`src/rtl/lda_line_engine.sv`:
```
// Bresenham line engine: latches a line request, normalises it to a shallow,
// left-to-right line, then emits one registered pixel per clock until the end point.
module lda_line_engine (
    input  logic       clk,
    input  logic       rst_n,
    input  logic       i_start,
    input  logic [8:0] i_x0,
    input  logic [7:0] i_y0,
    input  logic [8:0] i_x1,
    input  logic [7:0] i_y1,
    input  logic [2:0] i_color,
    output logic       o_plot,
    output logic [8:0] o_x,
    output logic [7:0] o_y,
    output logic [2:0] o_color,
    output logic       o_busy,
    output logic       o_done
);

    typedef enum logic [2:0] {
        S_IDLE,
        S_SETUP,
        S_INIT,
        S_DRAW,
        S_DONE
    } state_t;

    state_t state;
    state_t state_next;

    // Endpoint registers are reused: raw request in SETUP, normalised line in INIT.
    logic [8:0]        ax0;
    logic [8:0]        ay0;
    logic [8:0]        ax1;
    logic [8:0]        ay1;
    logic [2:0]        color;
    logic              steep;
    logic [8:0]        x;
    logic [8:0]        y;
    logic [8:0]        xend;
    logic [8:0]        dx;
    logic [8:0]        dy;
    logic signed [10:0] err;
    logic              ystep_neg;

    logic [8:0]        adx;
    logic [8:0]        ady;
    logic              is_steep;
    logic [8:0]        sx0;
    logic [8:0]        sy0;
    logic [8:0]        sx1;
    logic [8:0]        sy1;
    logic [8:0]        init_dx;
    logic [8:0]        init_dy;
    logic [8:0]        init_half;
    logic signed [10:0] init_err;
    logic signed [10:0] err_sum;
    logic              step_y;
    logic [8:0]        x_adv;
    logic [8:0]        y_adv;
    logic signed [10:0] err_adv;

    always_comb begin
        adx       = (ax1 >= ax0) ? (ax1 - ax0) : (ax0 - ax1);
        ady       = (ay1 >= ay0) ? (ay1 - ay0) : (ay0 - ay1);
        is_steep  = ady > adx;
        sx0       = is_steep ? ay0 : ax0;
        sy0       = is_steep ? ax0 : ay0;
        sx1       = is_steep ? ay1 : ax1;
        sy1       = is_steep ? ax1 : ay1;

        init_dx   = ax1 - ax0;
        init_dy   = (ay1 >= ay0) ? (ay1 - ay0) : (ay0 - ay1);
        init_half = init_dx >> 1;
        init_err  = 11'sd0 - $signed({2'b00, init_half});

        // 11-bit signed error covers the worst case of dx, dy = 511 without wrapping.
        err_sum   = err + $signed({2'b00, dy});
        step_y    = err_sum > 11'sd0;
        x_adv     = x + 9'd1;
        y_adv     = y;
        if (step_y) begin
            y_adv = ystep_neg ? (y - 9'd1) : (y + 9'd1);
        end
        err_adv   = step_y ? (err_sum - $signed({2'b00, dx})) : err_sum;
    end

    always_ff @(posedge clk or negedge rst_n) begin
        if (!rst_n) begin
            state <= S_IDLE;
        end else begin
            state <= state_next;
        end
    end

    always_comb begin
        state_next = state;
        unique case (state)
            S_IDLE:  if (i_start) state_next = S_SETUP;
            S_SETUP: state_next = S_INIT;
            S_INIT:  state_next = S_DRAW;
            S_DRAW:  if (x == xend) state_next = S_DONE;
            S_DONE:  state_next = S_IDLE;
            default: state_next = S_IDLE;
        endcase
    end

    always_ff @(posedge clk or negedge rst_n) begin
        if (!rst_n) begin
            ax0       <= '0;
            ay0       <= '0;
            ax1       <= '0;
            ay1       <= '0;
            color     <= '0;
            steep     <= 1'b0;
            x         <= '0;
            y         <= '0;
            xend      <= '0;
            dx        <= '0;
            dy        <= '0;
            err       <= '0;
            ystep_neg <= 1'b0;
            o_plot    <= 1'b0;
            o_x       <= '0;
            o_y       <= '0;
            o_color   <= '0;
            o_busy    <= 1'b0;
            o_done    <= 1'b0;
        end else begin
            unique case (state)
                S_IDLE: begin
                    if (i_start) begin
                        ax0    <= i_x0;
                        ay0    <= {1'b0, i_y0};
                        ax1    <= i_x1;
                        ay1    <= {1'b0, i_y1};
                        color  <= i_color;
                        o_busy <= 1'b1;
                    end
                end
                S_SETUP: begin
                    steep <= is_steep;
                    if (sx0 > sx1) begin
                        ax0 <= sx1;
                        ay0 <= sy1;
                        ax1 <= sx0;
                        ay1 <= sy0;
                    end else begin
                        ax0 <= sx0;
                        ay0 <= sy0;
                        ax1 <= sx1;
                        ay1 <= sy1;
                    end
                end
                S_INIT: begin
                    dx        <= init_dx;
                    dy        <= init_dy;
                    err       <= init_err;
                    ystep_neg <= !(ay0 < ay1);
                    x         <= ax0;
                    y         <= ay0;
                    xend      <= ax1;
                    o_plot    <= 1'b1;
                    o_x       <= steep ? ay0 : ax0;
                    o_y       <= steep ? ax0[7:0] : ay0[7:0];
                    o_color   <= color;
                end
                S_DRAW: begin
                    // Output registers always hold the pixel for the current x, so the
                    // next pixel is formed from the advanced coordinates.
                    if (x == xend) begin
                        o_plot  <= 1'b0;
                        o_done  <= 1'b1;
                        o_x     <= '0;
                        o_y     <= '0;
                        o_color <= '0;
                    end else begin
                        x   <= x_adv;
                        y   <= y_adv;
                        err <= err_adv;
                        o_x <= steep ? y_adv : x_adv;
                        o_y <= steep ? x_adv[7:0] : y_adv[7:0];
                    end
                end
                S_DONE: begin
                    o_done <= 1'b0;
                    o_busy <= 1'b0;
                end
                default: begin
                    o_plot <= 1'b0;
                    o_done <= 1'b0;
                    o_busy <= 1'b0;
                end
            endcase
        end
    end

endmodule

```
`config.mk`:
```
export PLATFORM = sky130hd
export DESIGN_NAME = lda_line_engine
export DESIGN_NICKNAME = d
export VERILOG_FILES = /design/src/rtl/lda_line_engine.sv
export SDC_FILE = /design/constraint.sdc
export NUM_CORES = 1
export LEC_CHECK = 0
export CAP_MARGIN = 20
export CORE_MARGIN = 2
export CORE_UTILIZATION = 60
export CTS_CLUSTER_DIAMETER = 50
export CTS_CLUSTER_SIZE = 28
export DETAILED_ROUTE_END_ITERATION = 6
export PLACE_DENSITY_LB_ADDON = 0.3
export SLEW_MARGIN = 20
export SYNTH_ARGS = -nofsm -noshare
export SYNTH_HDL_FRONTEND = slang
export SYNTH_SLANG_ARGS = --single-unit
export TNS_END_PERCENT = 20
```
`constraint.sdc`:
```
create_clock -name clk -period 15.87 [get_ports clk]
set_input_delay 3.174 -clock clk [delete_from_list [all_inputs] [get_ports clk]]
set_output_delay 3.174 -clock clk [all_outputs]
set_load 0.02 [all_outputs]
```
==> results.txt <==
----------------------------------------------------
[Global route]
  Initial antenna violation count ... 0
  Remaining Overflow, GRT ... 0
  Number of global-route vias before repair ... approximately 9700
  GRT Overall Usage ... between 30% and 40%
  Global-route wire length before repair ... between 50000 and 60000 µm
  Largest net degree at the start of global routing ... between 70 and 80

[Place]
  Post-Place Setup Slack ... ~8.3 ns
  Routability Congestion ... approximately 0.95
  Post-detailed-placement half-perimeter wirelength ... 24500 µm
  IO buf count ... 62

[Detailed routing]
  Vias after detailed routing ... ~10000
  Drt wl/cell ... between 20 and 25 µm
  Iteration-0 DRC Markers ... about 1700
  Total DRC errors in the routed layout ... 3
  Via density ... around 6.7
  Total iterations of the first detailed-routing run ... 7
  Detail Route Antenna Nets ... 0
  Final Routed Wirelength ... between 30000 and 40000 µm

[Critical path]
  Arrival time of the worst setup path ... a little over 8 ns
  Delay-heaviest family, CP ... compound AO/OA/AOI/OAI gates
  Worst path required time ... ~16 ns
  Worst path bufs/invs ... 4
  Cell with the largest stage delay on the worst path ... nor2_1
  Crit path kind ... reg2reg
  CP Launch Type ... register
  CP peak stage delay ... a little over 0.8 ns
  Kind of end point of the critical path ... register
  Max Fanout on Critical Path ... 46

[Final layout]
  Growth of design area from synthesis to finish ... 13.4%
  Number of inserted diodes ... 0
  Filler Cell Count ... about 1400
  Fraction of layout instances using a drive strength above 1 ... under 10%
  Final net count ... around 1400

[Logic synthesis]
  Post-synth cell types ... 80
  Main combinational cell family by area after synthesis ... compound AO/OA/AOI/OAI gates
  Mapped cell area ... 0.0101 mm²
  Number of synthesized register bits ... between 100 and 150
  Compound-cell area share of the yosys netlist ... between 20 and 30%
  Number of synthesized flops with an enable pin ... 0
  Synth Area in Adders ... a little under an eighth
  Post-synthesis xor/xnor area fraction ... 4.96%
  Prevailing post-synth register cell ... dfrtp_1
  Sequential share of the synthesized area ... between 30% and 40%
  Mux contribution to synthesized area ... 3.33%
  Syn Area/Cell ... approximately 8.3 µm²
  Simple-gate area share of the yosys netlist ... roughly 15%
  Yosys warns ... 0
  Ys async rst share ... 100%
  Synth Instances ... roughly 1200
  Number of nets produced by synthesis ... between 1000 and 1500

[Flow run]
  Number of maximum-capacitance constraint violations ... 0

[Clocking]
  CTS root buf ... clkbuf_16
  Cts bufs inserted ... 17
  Post-CTS Setup Repair Bufs ... 0
  CTS H-tree lvls ... 4
  Hold buffer count at CTS ... 0
  Maximum number of buffers from clock root to sink ... 2
  Worst skew pair latency ... about 0.44 ns
  Number of cells upsized or downsized after cts ... 0
  Clock tree sinks ... around 120
  Clock tree from TritonCTS ... done
  Clock input transition at the sequential cells of the worst setup and hold paths ... ~0.07 ns

[Floorplanning]
  Die Span Y ... 133 µm
  Number of top-level design ports ... 63
  Initial standard-cell utilization of the core ... 61.1%
  Die width ... between 100 and 150 µm
  Full die area ... between 0.015 and 0.02 mm²
  Total number of placement rows ... 47
  Floorplan Core Area ... 0.0165 mm²

[Timing]
  Actual slew at the worst max-slew pin ... 1.06 ns
  Number of max-slew violations in the final report ... 0
  Setup-violating endpoint count in the final report ... 0
  Worst setup slack after layout ... between 7 and 8 ns
  Portion of the clock cycle consumed by the worst path in the final layout ... between 40% and 50%
  Peak Freq ... 126 MHz
  Final Hold Violating Endpoints ... 0
  Worst relative slew slack ... between 20% and 30%
  Largest clock skew in the final design ... a little over 0.008 ns
  RSZ-0062 raised after global routing ... false
  Post-layout min period ... roughly 7.9 ns
  Accumulated negative setup slack ... 0 ns

[Min path]
  Class of the tightest hold or removal check ... reg2reg

[Status]
  Status ... finished with violations
  Failing checks ... design-rule violations

----------------------------------------------------
[cell usage after synthesis (all sizes together), types with 11 or more instances]
cell type / instances / area [µm²]
a31oi: 12 / 75.1
a2111oi: 14 / 141
o21ai: 100 / 500
xnor2: 31 / 272
a21oi: 97 / 493
nand2: 117 / 447
xor2: 26 / 228
a21o: 21 / 158
o31ai: 11 / 87.6
nand3: 16 / 80.1
nor2: 119 / 449
dfrtp: 123 / 3080
a222oi: 16 / 160
a221oi: 20 / 194
mux2i: 20 / 200
a211oi: 27 / 208
ha: 80 / 1000
and3: 14 / 87.6
inv: 84 / 315
mux2: 12 / 135
nor3: 38 / 195
clkbuf: 65 / 244
[metrics by stage]
step / hold WS [ns] / util [%] / instances / cell area [µm²]
CTS: 0.486 / 69.3 / 1478 / 11400
detailed placement: 0.471 / 65.6 / 1446 / 10800
global route: 0.502 / 69.3 / 1478 / 11400
global placement: 0.465 / 65.6 / 1446 / 10800
finish: 0.476 / 69.3 / 1478 / 11400
floorplan: 0.450 / - / 1219 / 10100
[sequential cells by signal, summed over array words and instances (netlist names)]
signal and flops:
ax1 9, o_x 9, err 11, dx 9, xend 9, ay1 9, color 3, x 9
o_plot 1, ystep_neg 1, ax0 9, y 9, o_color 3, o_busy 1, ay0 9, o_y 8
dy 9, o_done 1, steep 1, state 3
[metal layers]
layer / track usage, % / wire length (µm) / up-vias
li1: - / - / 4495
met4: 22.5 / 2120 / 0
met1: 51.7 / 13600 / 4685
met2: 59.0 / 14900 / 638
met5: 0 / 0 / -
met3: 7.42 / 3260 / 145
[final timing paths]
path                       cells after the start  slack [ns]        to   start
max in group asynchronous                      2       11.75  color[0]   rst_n
max                                           26        7.94    ax0[3]  ay0[6]
min reg2reg                                    2        0.48     dx[5]   dx[5]
min                                            2        0.48     dx[5]   dx[5]
min in group asynchronous                      1        2.85    ay1[1]   rst_n
max reg2reg                                   26        7.94    ax0[3]  ay0[6]
[layout by cell type (no fill, tap or decap), types with 7 or more instances in the layout]
| cell | instances |
|---|---|
| dfrtp_1 | 123 |
| nor2_1 | 117 |
| nand2_1 | 116 |
| a21oi_1 | 95 |
| o21ai_0 | 93 |
| inv_1 | 84 |
| ha_1 | 80 |
| clkdlybuf4s50_1 | 61 |
| nor3_1 | 37 |
| xnor2_1 | 31 |
| a211oi_1 | 26 |
| xor2_1 | 26 |
| a21o_1 | 21 |
| mux2i_1 | 20 |
| buf_4 | 18 |
| a221oi_1 | 17 |
| clkbuf_16 | 17 |
| nand3_1 | 16 |
| a222oi_1 | 16 |
| and3_1 | 13 |
| a2111oi_0 | 13 |
| mux2_2 | 12 |
| a31oi_1 | 11 |
| o21bai_1 | 10 |
| o21a_1 | 10 |
| o31ai_1 | 10 |
| a22oi_1 | 10 |
| nor2b_1 | 8 |
| a311oi_1 | 8 |
| and2_1 | 7 |
| nand4_1 | 7 |
| o21ai_1 | 7 |
| a22o_1 | 7 |
| fa_1 | 7 |
[logic make-up (layout without fill, tap and decap cells)]
group	count (synthesis)	in the layout
compound gates	415	415
xor+xnor	57	57
fa+ha+maj	87	87
buf+inv	157	196
flops	123	123
mux	32	32
simple gates	348	348
[final cells by class]
class | instances | area [µm²] | area share, %
Multi-Input combinational cell | 939 | 6390 | 56.0
Sequential cell | 123 | 3080 | 27.0
Timing Repair Buffer | 79 | 746 | 6.54
Clock buffer | 17 | 425 | 3.73
Inverter | 85 | 319 | 2.80
Tap cell | 220 | 275 | 2.41
Clock inverter | 15 | 180 | 1.58
[worst register-to-register path, stage by stage (launching register included)]
cell       delay (ns)
dfrtp_1          0.54
inv_1            0.25
ha_1             0.45
a21o_1           0.23
a21oi_1          0.24
o211ai_1         0.18
a21oi_2          0.43
a22o_1           0.26
o21bai_1         0.13
xor2_1           0.24
ha_1             0.31
a2111oi_0        0.60
a211oi_1         0.21
o31ai_4          0.20
buf_4            0.42
nor2_1           0.10
a21oi_1          0.25
inv_1            0.09
ha_1             0.31
a211o_1          0.29
nor3_1           0.14
a21oi_1          0.11
a31oi_2          0.20
buf_4            0.32
nor2_1           0.11
nor2_1           0.82
a222oi_1         0.30
Power is left out: the tool's default activity adds up to more than one toggle a clock period on the data nets, which glitch-free logic cannot reach.
